--- src/rtl/ps2_kbd_decoder.sv ---
// PS/2 keyboard receiver: synchronises the PS/2 clock/data pair, deframes 11-bit frames into
// bytes and folds set-2 E0/F0 prefixes into single key events with extended/release flags.
module ps2_kbd_decoder #(
    parameter int unsigned TIMEOUT = 20000
) (
    input  logic       clk_sys,
    input  logic       reset,
    input  logic       ps2_clk,
    input  logic       ps2_data,
    output logic [7:0] rx_byte,
    output logic       rx_valid,
    output logic [7:0] key_code,
    output logic       key_ext,
    output logic       key_release,
    output logic       key_valid,
    output logic       frame_err
);

    localparam int unsigned BYTE_W = 8;
    localparam int unsigned CNT_W  = 16;
    localparam int unsigned BIT_W  = 3;

    typedef enum logic [1:0] {
        S_IDLE,
        S_DATA,
        S_PARITY,
        S_STOP
    } state_t;

    state_t              state_q;
    logic                clk_s1_q, clk_s2_q, clk_prev_q;
    logic                data_s1_q, data_s2_q;
    logic [BIT_W-1:0]    bitcnt_q;
    logic [BYTE_W-1:0]   shift_q;
    logic                parity_q;
    logic [CNT_W-1:0]    tmo_q;
    logic                ext_q, rel_q;
    logic [BYTE_W-1:0]   rx_byte_q;
    logic                rx_valid_q;
    logic [BYTE_W-1:0]   key_code_q;
    logic                key_ext_q, key_rel_q;
    logic                key_valid_q;
    logic                frame_err_q;

    logic                ps2_fall;
    logic                frame_ok;
    logic                tmo_hit;

    // Status bytes from the keyboard that carry no key information
    function automatic logic is_ctrl_byte(input logic [BYTE_W-1:0] b);
        logic r;
        case (b)
            8'h00, 8'hAA, 8'hE1, 8'hEE,
            8'hFA, 8'hFC, 8'hFE, 8'hFF: r = 1'b1;
            default:                    r = 1'b0;
        endcase
        return r;
    endfunction

    assign ps2_fall = clk_prev_q & ~clk_s2_q;
    assign frame_ok = data_s2_q & (^{shift_q, parity_q});
    assign tmo_hit  = (tmo_q == CNT_W'(TIMEOUT - 1));

    always_ff @(posedge clk_sys) begin
        if (reset) begin
            state_q     <= S_IDLE;
            clk_s1_q    <= 1'b1;
            clk_s2_q    <= 1'b1;
            clk_prev_q  <= 1'b1;
            data_s1_q   <= 1'b1;
            data_s2_q   <= 1'b1;
            bitcnt_q    <= '0;
            shift_q     <= '0;
            parity_q    <= 1'b0;
            tmo_q       <= '0;
            ext_q       <= 1'b0;
            rel_q       <= 1'b0;
            rx_byte_q   <= '0;
            rx_valid_q  <= 1'b0;
            key_code_q  <= '0;
            key_ext_q   <= 1'b0;
            key_rel_q   <= 1'b0;
            key_valid_q <= 1'b0;
            frame_err_q <= 1'b0;
        end else begin
            clk_s1_q    <= ps2_clk;
            clk_s2_q    <= clk_s1_q;
            clk_prev_q  <= clk_s2_q;
            data_s1_q   <= ps2_data;
            data_s2_q   <= data_s1_q;
            rx_valid_q  <= 1'b0;
            key_valid_q <= 1'b0;
            frame_err_q <= 1'b0;

            if (state_q == S_IDLE) begin
                tmo_q <= '0;
                // A falling edge with data high is a glitch, not a start bit
                if (ps2_fall && !data_s2_q) begin
                    state_q  <= S_DATA;
                    bitcnt_q <= '0;
                end
            end else if (ps2_fall) begin
                tmo_q <= '0;
                if (state_q == S_DATA) begin
                    shift_q  <= {data_s2_q, shift_q[BYTE_W-1:1]};
                    bitcnt_q <= bitcnt_q + BIT_W'(1);
                    if (bitcnt_q == BIT_W'(BYTE_W - 1)) begin
                        state_q <= S_PARITY;
                    end
                end else if (state_q == S_PARITY) begin
                    parity_q <= data_s2_q;
                    state_q  <= S_STOP;
                end else begin
                    state_q <= S_IDLE;
                    if (frame_ok) begin
                        rx_byte_q  <= shift_q;
                        rx_valid_q <= 1'b1;
                        if (shift_q == 8'hE0) begin
                            ext_q <= 1'b1;
                        end else if (shift_q == 8'hF0) begin
                            rel_q <= 1'b1;
                        end else if (!is_ctrl_byte(shift_q)) begin
                            key_valid_q <= 1'b1;
                            key_code_q  <= shift_q;
                            key_ext_q   <= ext_q;
                            key_rel_q   <= rel_q;
                            ext_q       <= 1'b0;
                            rel_q       <= 1'b0;
                        end
                    end else begin
                        frame_err_q <= 1'b1;
                        ext_q       <= 1'b0;
                        rel_q       <= 1'b0;
                    end
                end
            end else if (tmo_hit) begin
                // Keyboard stalled mid-frame: drop it and any pending prefix
                state_q     <= S_IDLE;
                tmo_q       <= '0;
                frame_err_q <= 1'b1;
                ext_q       <= 1'b0;
                rel_q       <= 1'b0;
            end else begin
                tmo_q <= tmo_q + CNT_W'(1);
            end
        end
    end

    assign rx_byte     = rx_byte_q;
    assign rx_valid    = rx_valid_q;
    assign key_code    = key_code_q;
    assign key_ext     = key_ext_q;
    assign key_release = key_rel_q;
    assign key_valid   = key_valid_q;
    assign frame_err   = frame_err_q;

endmodule
--- config.mk ---
export PLATFORM = sky130hd
export DESIGN_NAME = ps2_kbd_decoder
export DESIGN_NICKNAME = d
export VERILOG_FILES = /design/src/rtl/ps2_kbd_decoder.sv
export SDC_FILE = /design/constraint.sdc
export NUM_CORES = 1
export LEC_CHECK = 0
export CAP_MARGIN = 0
export CORE_MARGIN = 2
export CORE_UTILIZATION = 45
export CTS_CLUSTER_DIAMETER = 80
export DETAILED_ROUTE_END_ITERATION = 8
export PLACE_DENSITY = 0.65
export SLEW_MARGIN = 20
export SYNTH_ARGS = -nofsm -noshare
export SYNTH_HDL_FRONTEND = slang
export SYNTH_SLANG_ARGS = --single-unit
--- constraint.sdc ---
create_clock -name clk_sys -period 2.11 [get_ports clk_sys]
set_input_delay 0.3165 -clock clk_sys [delete_from_list [all_inputs] [get_ports clk_sys]]
set_output_delay 0.3165 -clock clk_sys [all_outputs]
set_load 0.01 [all_outputs]
==> results.json <==
{
  "run_status": "finished, final reports clean",
  "fin_skew_ps": 10.33,
  "grt_pass1_wl_um": 8431,
  "critPathArrivalTime_ps": 2170,
  "dr.first_iter.drc_count": 97,
  "synth_cell_types": 41,
  "finalSetupViolCount": 0,
  "clockRootBuffer": "clkbuf_8",
  "layout_min_cycle_time_ps": 1959,
  "clk_pin_slew_ps": 70,
  "cts_tree": "done",
  "final_cell_mix": "dfxtp_1, nand2_1, nor2_1",
  "async_flop_share_pct": 0,
  "numCtsBuffers": 9,
  "hold_class": "register to register",
  "worst-path-max-fanout": 5,
  "pre_cts_ws_ps": 48.57,
  "timing.fmax_ghz": 0.5106,
  "hold_end": "clk_s2_q",
  "power_density_mw_per_mm2": 756.6,
  "final_common_cell": "dfxtp_1",
  "postCtsSetupBuffers": 0,
  "synth.avg_cell_area_um2": 8.931,
  "die_h_um": 79.87,
  "routed_wl_um": 4999,
  "routabilityCongestion": 0.7611,
  "worstSetupEndpointType": "register",
  "die_w_um": 79.87,
  "ys_seq_area_share_pct": 44.83,
  "timing.final.crit_share_pct": 92.82,
  "num_vias": 2005,
  "regToRegEndpoint": "rel_q",
  "hold_depth": 1,
  "cts_sinks": 58,
  "ant_nets": 0,
  "antenna_cells": 0,
  "rsz0062_at_grt": "no",
  "slew_headroom_pct": 73.85,
  "wire_per_inst_um": 12.53,
  "num_rows": 27,
  "start_util_pct": 46.75,
  "ff2ff_setup_slack_ps": 150,
  "synthesis.nets": 301,
  "layout.nets": 333,
  "drt_pass1_iterations": 4,
  "drive_gt1_share_pct": 12.23,
  "ir_worst_vdd_mv": 0.7249,
  "antenna_found_initial": 0,
  "synth_edf_count": 0,
  "track_usage_pct": 17.29,
  "grt_max_degree": 28,
  "core_area_mm2": 0.005540,
  "multi_input_area_mm2": 0.001310,
  "slew_viol_final": 0,
  "num_io_pins": 25,
  "tns_ps": 0,
  "leakage_nw": 1.116,
  "ff_latch_area_mm2": 0.001161,
  "drc": 0,
  "startpoint_type": "register",
  "area_delta_synth_final_pct": 24.54,
  "worst_r2r_startpoint": "shift_q[1]",
  "maxCapViolCount": 0,
  "synth_area_mm2": 0.002590,
  "required_ps": 2320,
  "filler_cell_count": 495,
  "post-dp-hpwl_um": 3385,
  "ys.warnings.count": 0,
  "reg2reg_depth": 6,
  "via_per_inst": 5.025,
  "fin_ws_ps": 151.4,
  "portBuffers": 24,
  "path_class": "register to register",
  "syn_inst": 290,
  "die_area_mm2": 0.006378,
  "finalHoldViolations": 0,
  "grt_pass1_vias": 1895,
  "h-tree-depth": 3,
  "worst_slew_pin_slew_ps": 389.3,
  "worstHoldStart": "clk_s1_q",
  "clock_latency_ps": 340,
  "ys_ff_latch": 58,
  "synth_ff_type": "dfxtp_1",
  "grt-ovfl-total": 0,
  "cts_max_path_buffers": 2
}
area by class of cell:
| class | instances | area share, % |
|---|---|---|
| clock buffer | 12 | 4.810 |
| clock inverter | 4 | 3.026 |
| tap | 72 | 2.793 |
| sequential | 58 | 36.00 |
| multi-input combinational | 205 | 40.61 |
| timing repair buffer | 39 | 11.71 |
| inverter | 9 | 1.047 |
sequential cells by signal, summed over array words and instances (netlist names), 2 cells and up:
name,cells
bitcnt_q,3
shift_q,8
rx_byte,8
state_q,2
key_code,8
tmo_q,16
stage by stage:
stage	instance area [um^2]	util (%)	hold slack, ps	std cells	total power [W]
6_report	3226	58.22	413.0	399	0.002440
5_1_grt	3226	58.22	420.4	399	0.002512
4_1_cts	3217	58.06	413.6	399	0.002458
3_5_place_dp	2958	53.39	398.5	383	0.001167
3_3_place_gp	2958	53.39	391.9	383	0.001167
2_1_floorplan	2590	-	389.5	290	0.001152
what timing repair did:
| action | 4_1_cts | 5_1_grt |
|---|---|---|
| hold buffers | 0 | 0 |
| cloned | 0 | 0 |
| endpoints found under the hold margin | 0 | 0 |
| gates resized for setup | 1 | 1 |
| endpoints found under the setup margin | 2 | 3 |
worst max-delay path, stage by stage, from the launching register on:
cell      delay [ps]
dfxtp_1          400
xor2_1           160
xnor3_2          490
mux2i_2          180
buf_4            150
a211oi_1         310
o22ai_1          130
how the worst max path moves through the flow:
| stage | startpoint | endpoint | cells after the start |
|---|---|---|---|
| floorplan | shift_q[1] | key_code[4] | 7 |
| global placement | state_q[0] | rx_byte[7] | 8 |
| detailed placement | state_q[0] | rx_byte[1] | 8 |
| CTS | shift_q[1] | key_code[2] | 6 |
| global route | shift_q[1] | key_code[0] | 6 |
| finish | shift_q[1] | rel_q | 6 |
where the power goes:
| part | internal, W | leakage, nW | total, W | switching [W] |
|---|---|---|---|---|
| combinational | 0.0000161 | 0.526 | 0.0000405 | 0.0000244 |
| sequential | 0.00110 | 0.468 | 0.00110 | 0.00000365 |
| clock | 0.000850 | 0.123 | 0.00130 | 0.000448 |
layer usage:
metal	share of wire (%)	vias up	GRT usage, %
met1	47	920	21.02
met4	1.9	0	9.492
met5	0	-	0
met3	3.8	9	4.751
li1	-	1046	-
met2	47	30	27.65
logic make-up (layout without fill, tap and decap cells):
logic type               Yosys count  count (layout)  share of synthesized area, %
flip-flops                        58              58                         44.83
buffers and inverters             27              64                         5.169
adder cells (fa/ha/maj)            8               8                         3.768
AND/OR/NAND/NOR                  131             131                         23.72
multiplexers                      21              21                         8.744
AO/OA/AOI/OAI                     26              26                         6.232
XOR/XNOR                          19              19                         7.536
synth_stat cells, drive strengths merged, types with 2 or more instances:
cell	instances	area [um^2]
nand4	8	50.05
nor2	41	153.9
xor2	10	87.58
o22ai	2	12.51
and4	2	17.52
xnor3	2	46.29
ha	7	87.58
or3	2	12.51
o21ai	5	25.02
nor3	6	30.03
nand3	8	40.04
xnor2	7	61.31
nor2b	2	12.51
buf	6	55.05
nor4	3	18.77
or2	5	31.28
nand2	44	165.2
nand3b	2	15.01
inv	9	33.78
a22oi	2	15.01
clkbuf	12	45.04
a21oi	10	50.05
mux2i	21	226.5
and3	2	12.51
dfxtp	58	1161
nor4b	3	26.28
Note: power is estimated with default switching activity, not from simulation.
